==> src/rtl/mem_pkg.sv <==
// Shared encodings for the MEM-stage RAM access controller.
package mem_pkg;

  localparam logic [1:0] SIZE_WORD = 2'b00;
  localparam logic [1:0] SIZE_HALF = 2'b01;
  localparam logic [1:0] SIZE_BYTE = 2'b10;

  localparam logic [1:0] CAUSE_NONE     = 2'b00;
  localparam logic [1:0] CAUSE_INVALID  = 2'b01;
  localparam logic [1:0] CAUSE_MISALIGN = 2'b10;

  typedef enum logic [1:0] {
    IDLE    = 2'b00,
    RD_WAIT = 2'b01,
    DONE    = 2'b10
  } stateT;

  // The reserved size code behaves as a word access everywhere.
  function automatic logic [1:0] normSize(input logic [1:0] size);
    return (size == 2'b11) ? SIZE_WORD : size;
  endfunction

endpackage

==> src/rtl/lane_align.sv <==
// Byte-lane steering: load extract/extend and sub-word store merge.
module lane_align
  import mem_pkg::*;
#(
  parameter int DATA_W = 32
) (
  input  logic [DATA_W-1:0] ldWord,
  input  logic [DATA_W-1:0] stOld,
  input  logic [DATA_W-1:0] stNew,
  input  logic [1:0]        size,
  input  logic [1:0]        offset,
  input  logic              signExt,
  output logic [DATA_W-1:0] ldData,
  output logic [DATA_W-1:0] stWord
);

  localparam int NUM_LANES = DATA_W / 8;

  logic [DATA_W-1:0]    shifted;
  logic [DATA_W-1:0]    repl;
  logic [NUM_LANES-1:0] laneHit;

  assign shifted = ldWord >> {offset, 3'b000};

  always_comb begin
    ldData = shifted;
    repl   = stNew;
    case (size)
      SIZE_BYTE: begin
        ldData = {{(DATA_W-8){signExt & shifted[7]}}, shifted[7:0]};
        repl   = {NUM_LANES{stNew[7:0]}};
      end
      SIZE_HALF: begin
        ldData = {{(DATA_W-16){signExt & shifted[15]}}, shifted[15:0]};
        repl   = {(NUM_LANES/2){stNew[15:0]}};
      end
      default: begin
        ldData = ldWord;
        repl   = stNew;
      end
    endcase
  end

  // New data is replicated across all lanes; the hit mask picks which land.
  for (genvar k = 0; k < NUM_LANES; k++) begin : gLane
    localparam logic [1:0] LANE = 2'(k);
    assign laneHit[k] = (size != SIZE_BYTE && size != SIZE_HALF) ||
                        (size == SIZE_BYTE && offset == LANE) ||
                        (size == SIZE_HALF && offset[1] == LANE[1]);
    assign stWord[8*k +: 8] = laneHit[k] ? repl[8*k +: 8] : stOld[8*k +: 8];
  end

endmodule

==> src/rtl/mem_access_ctrl.sv <==
// MEM-stage sequencer to the synchronous data RAM: loads, stores, RMW and faults.
module mem_access_ctrl
  import mem_pkg::*;
#(
  parameter int ADDR_W = 11,
  parameter int DATA_W = 32
) (
  input  logic              clk,
  input  logic              rst,
  input  logic              memRead,
  input  logic              memWrite,
  input  logic [1:0]        dataSize,
  input  logic              signExt,
  input  logic [ADDR_W-1:0] physicalAddr,
  input  logic              invalidAddr,
  input  logic [1:0]        byteOffset,
  input  logic [DATA_W-1:0] wrData,
  output logic [DATA_W-1:0] rdData,
  output logic              stall,
  output logic              memFault,
  output logic [1:0]        faultCause,
  output logic              ramEn,
  output logic              ramWe,
  output logic [ADDR_W-1:0] ramAddr,
  output logic [DATA_W-1:0] ramWdata,
  input  logic [DATA_W-1:0] ramRdata
);

  stateT state, nextState;

  logic [ADDR_W-1:0] rAddr;
  logic [1:0]        rSize;
  logic [1:0]        rOff;
  logic              rSext;
  logic [DATA_W-1:0] rData;
  logic              rStore;

  logic [1:0]        sizeN;
  logic              req, isStore, misalign, fault;
  logic              accept, ldCapture;
  logic [1:0]        causeNext;
  logic [DATA_W-1:0] ldData, mergedWord;

  assign sizeN    = normSize(dataSize);
  assign req      = memRead | memWrite;
  assign isStore  = memWrite;
  assign misalign = (sizeN == SIZE_HALF && byteOffset[0]) ||
                    (sizeN == SIZE_WORD && byteOffset != 2'b00);
  assign fault    = invalidAddr | misalign;

  lane_align #(.DATA_W(DATA_W)) uAlign (
    .ldWord  (ramRdata),
    .stOld   (ramRdata),
    .stNew   (rData),
    .size    (rSize),
    .offset  (rOff),
    .signExt (rSext),
    .ldData  (ldData),
    .stWord  (mergedWord)
  );

  // Outputs are held quiet while reset is asserted so a dropped merge never writes.
  always_comb begin
    nextState = state;
    stall     = 1'b0;
    memFault  = 1'b0;
    ramEn     = 1'b0;
    ramWe     = 1'b0;
    ramAddr   = '0;
    ramWdata  = '0;
    accept    = 1'b0;
    ldCapture = 1'b0;
    causeNext = faultCause;
    if (!rst) begin
      case (state)
        IDLE: begin
          if (req) begin
            if (fault) begin
              memFault  = 1'b1;
              causeNext = invalidAddr ? CAUSE_INVALID : CAUSE_MISALIGN;
            end else if (isStore && sizeN == SIZE_WORD) begin
              ramEn    = 1'b1;
              ramWe    = 1'b1;
              ramAddr  = physicalAddr;
              ramWdata = wrData;
            end else begin
              ramEn     = 1'b1;
              ramAddr   = physicalAddr;
              stall     = 1'b1;
              accept    = 1'b1;
              nextState = RD_WAIT;
            end
          end
        end
        RD_WAIT: begin
          stall     = 1'b1;
          nextState = DONE;
          if (rStore) begin
            ramEn    = 1'b1;
            ramWe    = 1'b1;
            ramAddr  = rAddr;
            ramWdata = mergedWord;
          end else begin
            ldCapture = 1'b1;
          end
        end
        DONE: nextState = IDLE;
        default: nextState = IDLE;
      endcase
    end
  end

  always_ff @(posedge clk or posedge rst) begin
    if (rst) begin
      state      <= IDLE;
      rAddr      <= '0;
      rSize      <= SIZE_WORD;
      rOff       <= '0;
      rSext      <= 1'b0;
      rData      <= '0;
      rStore     <= 1'b0;
      rdData     <= '0;
      faultCause <= CAUSE_NONE;
    end else begin
      state      <= nextState;
      faultCause <= causeNext;
      if (accept) begin
        rAddr  <= physicalAddr;
        rSize  <= sizeN;
        rOff   <= byteOffset;
        rSext  <= signExt;
        rData  <= wrData;
        rStore <= isStore;
      end
      if (ldCapture) rdData <= ldData;
    end
  end

endmodule

==> config.mk <==
export PLATFORM = sky130hd
export DESIGN_NAME = mem_access_ctrl
export DESIGN_NICKNAME = d
export VERILOG_FILES = /design/src/rtl/mem_pkg.sv /design/src/rtl/lane_align.sv /design/src/rtl/mem_access_ctrl.sv
export SDC_FILE = /design/constraint.sdc
export NUM_CORES = 1
export LEC_CHECK = 0
export ABC_AREA = 0
export CORE_UTILIZATION = 40
export DETAILED_ROUTE_END_ITERATION = 10
export DONT_BUFFER_PORTS = 1
export PLACE_DENSITY = 0.51
export SLEW_MARGIN = 20
export SYNTH_ARGS = -nofsm -noshare
export SYNTH_HDL_FRONTEND = slang
export SYNTH_SLANG_ARGS = --single-unit
==> constraint.sdc <==
create_clock -name clk -period 8.4 [get_ports clk]
set_input_delay 1.68 -clock clk [delete_from_list [all_inputs] [get_ports clk]]
set_output_delay 1.68 -clock clk [all_outputs]
set_load 0.02 [all_outputs]
==> metrics.csv <==
stage,metric,value,unit
power_and_ir_drop,PD cells,354,mW/mm2
detailed_routing,Routed wire per std cell,24.3,um
die,Core ar.,0.0126,mm2
yosys,Cell variety after synth,40,
yosys,complex-gate fraction of the synthesized area,25.0,%
detailed_routing,vias,4188,
yosys,post-synthesis mux area share,17.8,%
sta,Layout Skew,0.00659,ns
clock_network,CTS tree,done,
sta,Tcrit/Tclk final,66.0,%
worst_setup_path,kind of critical path,primary input to primary output,
clock_network,Clock Tree Root,clkbuf_16,
min_path,hold_sp,rAddr[5],
clock_network,clock-pin slew on the worst setup and hold paths,0.06,ns
worst_setup_path,critical path launch point type,primary input,
sta,minimum hold slack,0.512,ns
global_routing,gr usage total,24.8,%
global_routing,antenna violations before repair,0,
job,Max Cap Viol,0,
final_layout,"most common cell after layout, fill and taps aside",dfrtp_1,
worst_setup_path,FF-to-FF setup slack,5.78,ns
sta,max-slew violations,0,
worst_setup_path,WP data arrival,3.86,ns
sta,RSZ-0062 raised after global routing,false,
clock_network,Clock Tree Buf Depth,2,
die,IO Pins,166,
detailed_routing,DRC,0,
final_layout,layout cells sized above 1,18.0,%
yosys,net count after synthesis,606,
power_and_ir_drop,P_leak,2.35,nW
die,Die Ht,115,um
yosys,Mapped Area,0.00514,mm2
clock_network,htree depth,3,
global_routing,first-pass GRT wire length,24.0,mm
worst_setup_path,worst setup path end,ramWdata[1],
sta,f_max,180,MHz
sta,post-layout minimum cycle time,5.54,ns
sta,Final Hold Fails,0,
final_layout,most frequent cells in the layout,"85 x dfrtp_1, 53 x o21ai_0, 50 x mux2_2",
final_layout,Synth-to-Final Area Change,8.60,%
yosys,syn_area_per_cell,9.98,um2
final_layout,ANT cells,0,
min_path,WHS Path Cells,1,
detailed_routing,detailed-route vias per instance,6.28,
global_routing,Overflow after GRT,0,
yosys,sequential area share after synthesis,41.4,%
detailed_routing,DR iter-0 viols,291,
sta,slew of the pin with the lowest slew margin,1.07,ns
yosys,Seq cells post-synth,85,
sta,TNS Setup,0,ns
clock_network,hold-fix buffers at CTS,0,
clock_network,Resize count post-CTS,0,
die,die area,0.0133,mm2
worst_setup_path,crit-path max FO,24,
die,Die X,115,um
power_and_ir_drop,Peak supply drop,151,uV
final_layout,fin nets,581,
die,initial core utilization,40.9,%
clock_network,CTS Buf Count,9,
detailed_routing,final WL,16.2,mm
worst_setup_path,worst flop-to-flop path startpoint,rOff[0],
clock_network,Sink Count,85,
run_status,outcome,"finished, final reports clean",
place,RePlAce Congestion,0.883,
sta,slew margin rel.,28.1,%
global_routing,vias in the first global route,4002,
place,Port Buffers,0,
worst_setup_path,CP required,6.72,ns
yosys,Ys Warns,0,
yosys,Post-Synth XOR/XNOR Area,0,%
worst_setup_path,reg2reg path depth,5,
global_routing,largest net degree at the start of global routing,51,
place,DP HPWL,11.9,mm
yosys,Mapped Cells,515,
detailed_routing,TritonRoute pass-1 iters,4,
yosys,largest family of logic cells by synthesized area,compound AO/OA/AOI/OAI gates,
sta,final setup fails,0,
clock_network,setup bufs post-CTS,0,
detailed_routing,post-route ant nets,0,
yosys,Post-Synth Adder-Cell Area,1.46,%
worst_setup_path,crit path from,dataSize[0],
min_path,Hold Crit Class,register to register,
yosys,simple-gate share of the synthesized area,8.74,%
die,# rows,41,
worst_setup_path,Worst R2R End,rdData[30],
worst_setup_path,endpoint class of the critical path,primary output,
clock_network,"Clk Latency, worst-skew pair",0.35,ns
==> power breakdown <==
part | switching, mW | internal (mW) | total (mW)
combinational | 0.393 | 0.292 | 0.685
sequential | 0.238 | 0.574 | 0.812
clock | 0.171 | 0.307 | 0.479
==> worst min path at each step <==
stage,endpoint,slack [ns]
floorplan,rData[24],0.48
global placement,rData[23],0.49
detailed placement,rAddr[5],0.50
CTS,rAddr[5],0.51
global route,rData[16],0.53
finish,rAddr[5],0.51
==> cell type report <==
type                            instances  area, um2
Tap cell                              172        215
Fill cell                            1237       6990
Multi-Input combinational cell        362       2730
Inverter                               25       95.1
Clock inverter                          5        106
Timing Repair Buffer                    7       52.6
Sequential cell                        85       2130
Clock buffer                           11        253
==> Yosys cell counts <==
library cell / instances / area [um2]
a21o_1: 2 / 15.0
or2_0: 1 / 6.26
or3b_1: 1 / 8.76
or2_2: 4 / 25.0
nor2_1: 30 / 113
a311oi_1: 6 / 52.6
a311oi_2: 1 / 15.0
buf_6: 2 / 22.5
o22ai_2: 1 / 12.5
mux4_2: 1 / 22.5
or2b_1: 1 / 7.51
nor2b_1: 3 / 18.8
a22o_1: 19 / 166
or3b_2: 1 / 8.76
nor4_4: 1 / 21.3
buf_1: 4 / 15.0
o21a_1: 2 / 15.0
and4_1: 1 / 8.76
a31o_2: 1 / 8.76
o21ai_2: 1 / 8.76
a22oi_1: 1 / 7.51
a31oi_1: 7 / 43.8
o31ai_1: 1 / 7.51
nand2_1: 36 / 135
clkbuf_1: 24 / 90.1
mux2_2: 50 / 563
dfrtp_1: 85 / 2130
o2bb2ai_1: 30 / 263
and2_1: 1 / 6.26
mux2i_1: 33 / 330
a311oi_4: 1 / 26.3
nand3_1: 1 / 5.00
a21oi_1: 21 / 105
buf_2: 13 / 65.1
nand3b_1: 3 / 22.5
a221oi_1: 31 / 272
ha_1: 6 / 75.1
inv_1: 25 / 93.8
and3_1: 10 / 62.6
o21ai_0: 53 / 265
==> worst max-delay path, cell delays in order <==
cell and delay (ns):
inv_1 0.02, ha_1 0.31, nand3b_1 0.13, nor4_4 0.52
and2_1 0.85, o2bb2ai_1 0.34
==> through the flow <==
step                      std cells  setup WS (ns)  instance area [um2]  total power [mW]  utilization (%)
after CTS                       667           2.84                 5580              1.97             44.4
after floorplan                 515           2.23                 5140              1.32                -
after detailed placement        651           2.84                 5220              1.50             41.5
final                           667           2.86                 5580              1.98             44.4
after global placement          651           2.94                 5220              1.48             41.5
after global routing            667           2.70                 5580              2.08             44.4
==> logic make-up (layout without fill, tap and decap cells) <==
family / after synthesis / after routing
AO/OA/AOI/OAI: 178 / 178
AND/OR/NAND/NOR: 94 / 94
flip-flops: 85 / 85
multiplexers: 84 / 84
buffers and inverters: 68 / 48
adder cells (fa/ha/maj): 6 / 6
==> flip-flops by register name, indices dropped and copies added, names as in the netlist <==
name	cells
faultCause	2
rAddr	11
rData	32
rOff	2
rSext	1
rSize	2
rStore	1
rdData	32
state	2
==> per-layer routing <==
metal  share of wire, %  vias up  routed length [um]  GRT usage [%]
li1                   -     1879                   -              -
met1                 44     2105                7140           34.5
met2                 45      185                7330           36.4
met3                9.0       19                1470           8.22
met4                1.7        0                 276           7.36
met5                  0        -                   0              0
Power figures use the tool's default switching activity.
